<file path="src/rtl/uart_transceiver.sv">
// uart_transceiver: 8N1 UART transmitter and receiver sharing one clock,
// one synchronous active-low reset and one baud divisor. The two halves
// are otherwise independent and may run concurrently (loopback is legal).
module uart_transceiver #(
  parameter int CLKS_PER_BIT = 234
) (
  input  logic       clk,
  input  logic       resetn,
  input  logic       tx_dv,
  input  logic [7:0] tx_byte,
  output logic       tx_active,
  output logic       tx_serial,
  output logic       tx_done,
  input  logic       rx_serial,
  output logic       rx_dv,
  output logic [7:0] rx_byte
);

  localparam int            CW       = $clog2(CLKS_PER_BIT);
  localparam logic [CW-1:0] CNT_LAST = CW'(CLKS_PER_BIT - 1);
  localparam logic [CW-1:0] CNT_MID  = CW'((CLKS_PER_BIT - 1) / 2);

  typedef enum logic [1:0] {TX_IDLE, TX_START, TX_DATA, TX_STOP} tx_state_t;
  typedef enum logic [2:0] {RX_IDLE, RX_START, RX_DATA, RX_STOP, RX_ERR} rx_state_t;

  // ---------------- transmitter ----------------
  tx_state_t     r_tx_state, w_tx_state;
  logic [CW-1:0] r_tx_cnt,   w_tx_cnt;
  logic [2:0]    r_tx_bit,   w_tx_bit;
  logic [7:0]    r_tx_data,  w_tx_data;
  logic          r_tx_done,  w_tx_done;

  // TX control registers (state, bit timer, bit index, done pulse).
  always_ff @(posedge clk) begin
    if (!resetn) begin
      r_tx_state <= TX_IDLE;
      r_tx_cnt   <= '0;
      r_tx_bit   <= '0;
      r_tx_done  <= 1'b0;
    end else begin
      r_tx_state <= w_tx_state;
      r_tx_cnt   <= w_tx_cnt;
      r_tx_bit   <= w_tx_bit;
      r_tx_done  <= w_tx_done;
    end
  end

  // TX byte holding register; only read while in DATA, so it needs no reset.
  always_ff @(posedge clk) begin
    r_tx_data <= w_tx_data;
  end

  // TX next-state logic; line level and busy flag decode straight from state.
  always_comb begin
    w_tx_state = r_tx_state;
    w_tx_cnt   = r_tx_cnt;
    w_tx_bit   = r_tx_bit;
    w_tx_data  = r_tx_data;
    w_tx_done  = 1'b0;
    tx_serial  = 1'b1;
    tx_active  = 1'b0;
    unique case (r_tx_state)
      TX_IDLE: begin
        w_tx_cnt = '0;
        w_tx_bit = '0;
        if (tx_dv) begin
          w_tx_data  = tx_byte;
          w_tx_state = TX_START;
        end
      end
      TX_START: begin
        tx_serial = 1'b0;
        tx_active = 1'b1;
        if (r_tx_cnt == CNT_LAST) begin
          w_tx_cnt   = '0;
          w_tx_state = TX_DATA;
        end else begin
          w_tx_cnt = r_tx_cnt + 1'b1;
        end
      end
      TX_DATA: begin
        tx_serial = r_tx_data[r_tx_bit];
        tx_active = 1'b1;
        if (r_tx_cnt == CNT_LAST) begin
          w_tx_cnt = '0;
          if (r_tx_bit == 3'd7) begin
            w_tx_state = TX_STOP;
          end else begin
            w_tx_bit = r_tx_bit + 1'b1;
          end
        end else begin
          w_tx_cnt = r_tx_cnt + 1'b1;
        end
      end
      TX_STOP: begin
        tx_active = 1'b1;
        if (r_tx_cnt == CNT_LAST) begin
          // Done pulses in the first IDLE cycle, so a new tx_dv there is accepted.
          w_tx_cnt   = '0;
          w_tx_done  = 1'b1;
          w_tx_state = TX_IDLE;
        end else begin
          w_tx_cnt = r_tx_cnt + 1'b1;
        end
      end
      default: w_tx_state = TX_IDLE;
    endcase
  end

  assign tx_done = r_tx_done;

  // ---------------- receiver ----------------
  logic          r_rx_sync_p0, r_rx_sync_p1;
  rx_state_t     r_rx_state, w_rx_state;
  logic [CW-1:0] r_rx_cnt,   w_rx_cnt;
  logic [2:0]    r_rx_bit,   w_rx_bit;
  logic [7:0]    r_rx_shift, w_rx_shift;
  logic [7:0]    r_rx_byte,  w_rx_byte;
  logic          r_rx_dv,    w_rx_dv;
  logic          w_rx_line;

  // Two-flop synchroniser for the asynchronous rx pin; resets to idle (high).
  always_ff @(posedge clk) begin
    if (!resetn) begin
      r_rx_sync_p0 <= 1'b1;
      r_rx_sync_p1 <= 1'b1;
    end else begin
      r_rx_sync_p0 <= rx_serial;
      r_rx_sync_p1 <= r_rx_sync_p0;
    end
  end

  assign w_rx_line = r_rx_sync_p1;

  // RX control registers plus the visible output byte, which must reset to 0.
  always_ff @(posedge clk) begin
    if (!resetn) begin
      r_rx_state <= RX_IDLE;
      r_rx_cnt   <= '0;
      r_rx_bit   <= '0;
      r_rx_byte  <= 8'h00;
      r_rx_dv    <= 1'b0;
    end else begin
      r_rx_state <= w_rx_state;
      r_rx_cnt   <= w_rx_cnt;
      r_rx_bit   <= w_rx_bit;
      r_rx_byte  <= w_rx_byte;
      r_rx_dv    <= w_rx_dv;
    end
  end

  // RX shift register; contents only become visible after a good stop bit.
  always_ff @(posedge clk) begin
    r_rx_shift <= w_rx_shift;
  end

  // RX next-state logic: centre on the start bit, then sample once per bit.
  always_comb begin
    w_rx_state = r_rx_state;
    w_rx_cnt   = r_rx_cnt;
    w_rx_bit   = r_rx_bit;
    w_rx_shift = r_rx_shift;
    w_rx_byte  = r_rx_byte;
    w_rx_dv    = 1'b0;
    unique case (r_rx_state)
      RX_IDLE: begin
        w_rx_cnt = '0;
        w_rx_bit = '0;
        if (!w_rx_line) w_rx_state = RX_START;
      end
      RX_START: begin
        if (r_rx_cnt == CNT_MID) begin
          w_rx_cnt   = '0;
          // A start bit that is gone by mid-bit was a glitch.
          w_rx_state = w_rx_line ? RX_IDLE : RX_DATA;
        end else begin
          w_rx_cnt = r_rx_cnt + 1'b1;
        end
      end
      RX_DATA: begin
        if (r_rx_cnt == CNT_LAST) begin
          w_rx_cnt   = '0;
          w_rx_shift = {w_rx_line, r_rx_shift[7:1]};
          if (r_rx_bit == 3'd7) begin
            w_rx_state = RX_STOP;
          end else begin
            w_rx_bit = r_rx_bit + 1'b1;
          end
        end else begin
          w_rx_cnt = r_rx_cnt + 1'b1;
        end
      end
      RX_STOP: begin
        if (r_rx_cnt == CNT_LAST) begin
          w_rx_cnt = '0;
          if (w_rx_line) begin
            w_rx_byte  = r_rx_shift;
            w_rx_dv    = 1'b1;
            w_rx_state = RX_IDLE;
          end else begin
            w_rx_state = RX_ERR;
          end
        end else begin
          w_rx_cnt = r_rx_cnt + 1'b1;
        end
      end
      RX_ERR: begin
        // Framing error: hold off until the line returns to idle.
        if (w_rx_line) w_rx_state = RX_IDLE;
      end
      default: w_rx_state = RX_IDLE;
    endcase
  end

  assign rx_dv   = r_rx_dv;
  assign rx_byte = r_rx_byte;

endmodule

</file>
<file path="config.mk">
export PLATFORM = sky130hd
export DESIGN_NAME = uart_transceiver
export DESIGN_NICKNAME = d
export VERILOG_FILES = /design/src/rtl/uart_transceiver.sv
export SDC_FILE = /design/constraint.sdc
export NUM_CORES = 1
export LEC_CHECK = 0
export CORE_MARGIN = 4
export CORE_UTILIZATION = 45
export DETAILED_ROUTE_END_ITERATION = 10
export PLACE_DENSITY = 0.67
export SYNTH_ARGS = -nofsm -noshare
export SYNTH_HDL_FRONTEND = slang
export SYNTH_SLANG_ARGS = --single-unit
</file>
<file path="constraint.sdc">
create_clock -name clk -period 2.15 [get_ports clk]
set_input_delay 0.3225 -clock clk [delete_from_list [all_inputs] [get_ports clk]]
set_output_delay 0.3225 -clock clk [all_outputs]
set_load 0.1 [all_outputs]
</file>
==> reports/metrics.csv <==
metric,value,unit
power,2.26,mW
syn_area,2560,µm²
arrival,1.72,ns
dr.pass1.iters,4,
cp-start-kind,flip-flop,
worst_pin_slew,0.582,ns
min_path_cells,1,
hp-start,r_rx_sync_p0,
synth_top_area_frac,0.305,
ir_drop,0.304,mV
grt_max_degree,18,
end_kind,primary output,
required,1.83,ns
cp.depth,4,
wl,4350,µm
antenna_found_initial,0,
path_cells,mux4_2 > mux2i_1 > mux2i_2 > buf_12,
crit_family,multiplexers,
worst_clock_skew,0.00766,ns
track_usage,0.132,
status,"finished, final reports clean",
cts_hold_buf,0,
start_util,0.465,
finalCritPeriodShare,0.950,
min_path_type,flip-flop to flip-flop,
portBuffers,23,
post_drt_via_cell_ratio,5.19,
fin_area,2970,µm²
vias,1749,
path_max_fanout,5,
hpwlAfterDp,3220,µm
fin_tns_setup,0,ns
relSlewSlack,0.610,
fin_ws,0.106,ns
drtAntennaViolNets,0,
num_antenna_cells,0,
power_density,760,nW/µm²
postSynthCellCount,238,
r2r_slack,0.33,ns
reg2reg_to,r_rx_cnt[7],
ys_ff_latch,55,
leakage,1.05,nW
rsz0062_at_grt,false,
wl_per_cell,12.9,µm
cts-root-buf,clkbuf_8,
setup_viol,0,
clk_latency,0.31,ns
yosysWarnings,0,
path_buf_inv,1,
std_cell_rows,27,
holdPathEnd,r_rx_sync_p1,
finalHoldViolCount,0,
max_stage_delay,0.50,ns
die_w,83.4,µm
numCtsBuffers,5,
area_growth,16.0,%
synthDistinctLibCells,51,
grt_pass1_wl,7580,µm
synthFlopType,dfxtp_1,
place_area,2870,µm²
dp_slack,0.324,ns
maxCapViolations,0,
hold_ws,0.418,ns
yosysMostFrequentCell,dfxtp_1,
core,5510,µm²
clockBufferDepth,2,
syn_nets,264,
synth_top_area_cell,dfxtp_1,
cpMaxStageDelayCell,mux4_2,
synthTopCellsByArea,"dfxtp_1 (30%), edfxtp_1 (19%), ha_1 (6.8%)",
dieArea,6960,µm²
cts_post_setup_buffers_inserted,0,
clk_pin_slew,0.10,ns
first_global_vias,1602,
cts_resized,1,
reg2regPathDepth,7,
synth_common_cells,"dfxtp_1 (39), nand2_1 (20), edfxtp_1 (16), nor2_1 (16), mux2i_1 (15)",
r2r-start,r_rx_cnt[0],
place_congestion,0.780,
die_h,83.4,µm
drive_above_1_share,0.158,
cts.sinks,55,
fill_cells,496,
fmax,0.489,GHz
timing.final.max_slew_violations,0,
min_period,2.04,ns
drc,0,
syn_area_per_cell,10.8,µm²
nNetsFinal,290,
cts_tree,done,
critical_path_class,flip-flop to primary output,
synth-edff-count,16,
cts_max_level,2,
drt_iter0_markers,119,
async_flop_share,0,
grt-ovfl-total,0,
io_pins,24,
ys_seq_area_frac,0.492,
worst max-delay path by stage:
stage	from	end	slack [ns]
2_1_floorplan	r_tx_bit[0]	tx_serial	0.06
3_3_place_gp	r_rx_cnt[0]	r_rx_cnt[7]	0.38
3_5_place_dp	r_rx_cnt[0]	r_rx_cnt[7]	0.32
4_1_cts	r_tx_bit[0]	tx_serial	0.06
5_1_grt	r_tx_bit[0]	tx_serial	0.01
6_report	r_tx_bit[0]	tx_serial	0.11
state kept, by name, summed over array words and instances (netlist names):
name          flops
r_rx_bit          3
r_rx_cnt          8
r_rx_shift        8
r_rx_state        3
r_rx_sync_p0      1
r_rx_sync_p1      1
r_tx_bit          3
r_tx_cnt          8
r_tx_data         8
r_tx_state        2
rx_byte           8
rx_dv             1
tx_done           1
metal layers:
metal,part of all wire,track usage,vias up,wire (µm)
met5,0,0,-,0
met4,0.017,0.0482,0,75
met3,0.033,0.0347,6,144
met2,0.46,0.209,24,2000
met1,0.49,0.173,828,2130
li1,-,-,891,-
per-stage QoR:
step | utilization | cells
CTS | 0.539 | 337
floorplan | - | 238
detailed placement | 0.521 | 329
finish | 0.539 | 337
global placement | 0.521 | 329
global route | 0.539 | 337
kinds of logic (layout without fill, tap and decap cells):
| logic type | after synthesis | after routing | share of synthesized area |
|---|---|---|---|
| xor gates and xnor gates | 6 | 6 | 0.0205 |
| DFF | 55 | 55 | 0.492 |
| buffers and inverters | 19 | 46 | 0.0347 |
| muxes | 17 | 17 | 0.0762 |
| AOI/OAI and AO/OA | 32 | 32 | 0.0967 |
| adders and majority gates | 14 | 14 | 0.0684 |
| and+or+nand+nor | 95 | 95 | 0.211 |
placed cells by master (no fill, tap or decap), types with 3 or more instances in the layout:
| master | instances |
|---|---|
| xor2_1 | 5 |
| o21a_1 | 4 |
| o22ai_1 | 5 |
| nand2_1 | 20 |
| nor2b_1 | 10 |
| mux2i_1 | 14 |
| nor2_1 | 16 |
| edfxtp_1 | 16 |
| nor3_1 | 6 |
| clkbuf_8 | 6 |
| inv_1 | 9 |
| clkdlybuf4s50_1 | 11 |
| nand2b_1 | 10 |
| and2_1 | 4 |
| a21boi_1 | 4 |
| a21boi_0 | 3 |
| and3_1 | 3 |
| buf_4 | 16 |
| nand3b_1 | 3 |
| nand3_1 | 8 |
| dfxtp_1 | 38 |
| ha_1 | 14 |
power by group:
group          internal [mW]  switching, mW  total [mW]  leakage [nW]
clock network          0.263          0.329       0.592        0.0474
registers               1.13         0.0415        1.17         0.464
logic                  0.199          0.291       0.490         0.537
layout make-up:
| type | instances | area (µm²) | share of cell area |
|---|---|---|---|
| Timing Repair Buffer | 29 | 270 | 0.0910 |
| Inverter | 9 | 33.8 | 0.0114 |
| Tap cell | 72 | 90.1 | 0.0303 |
| Clock inverter | 2 | 16.3 | 0.00548 |
| Sequential cell | 55 | 1260 | 0.425 |
| Clock buffer | 6 | 82.6 | 0.0278 |
| Multi-Input combinational cell | 164 | 1210 | 0.409 |
Note: power is estimated with default switching activity, not from simulation.
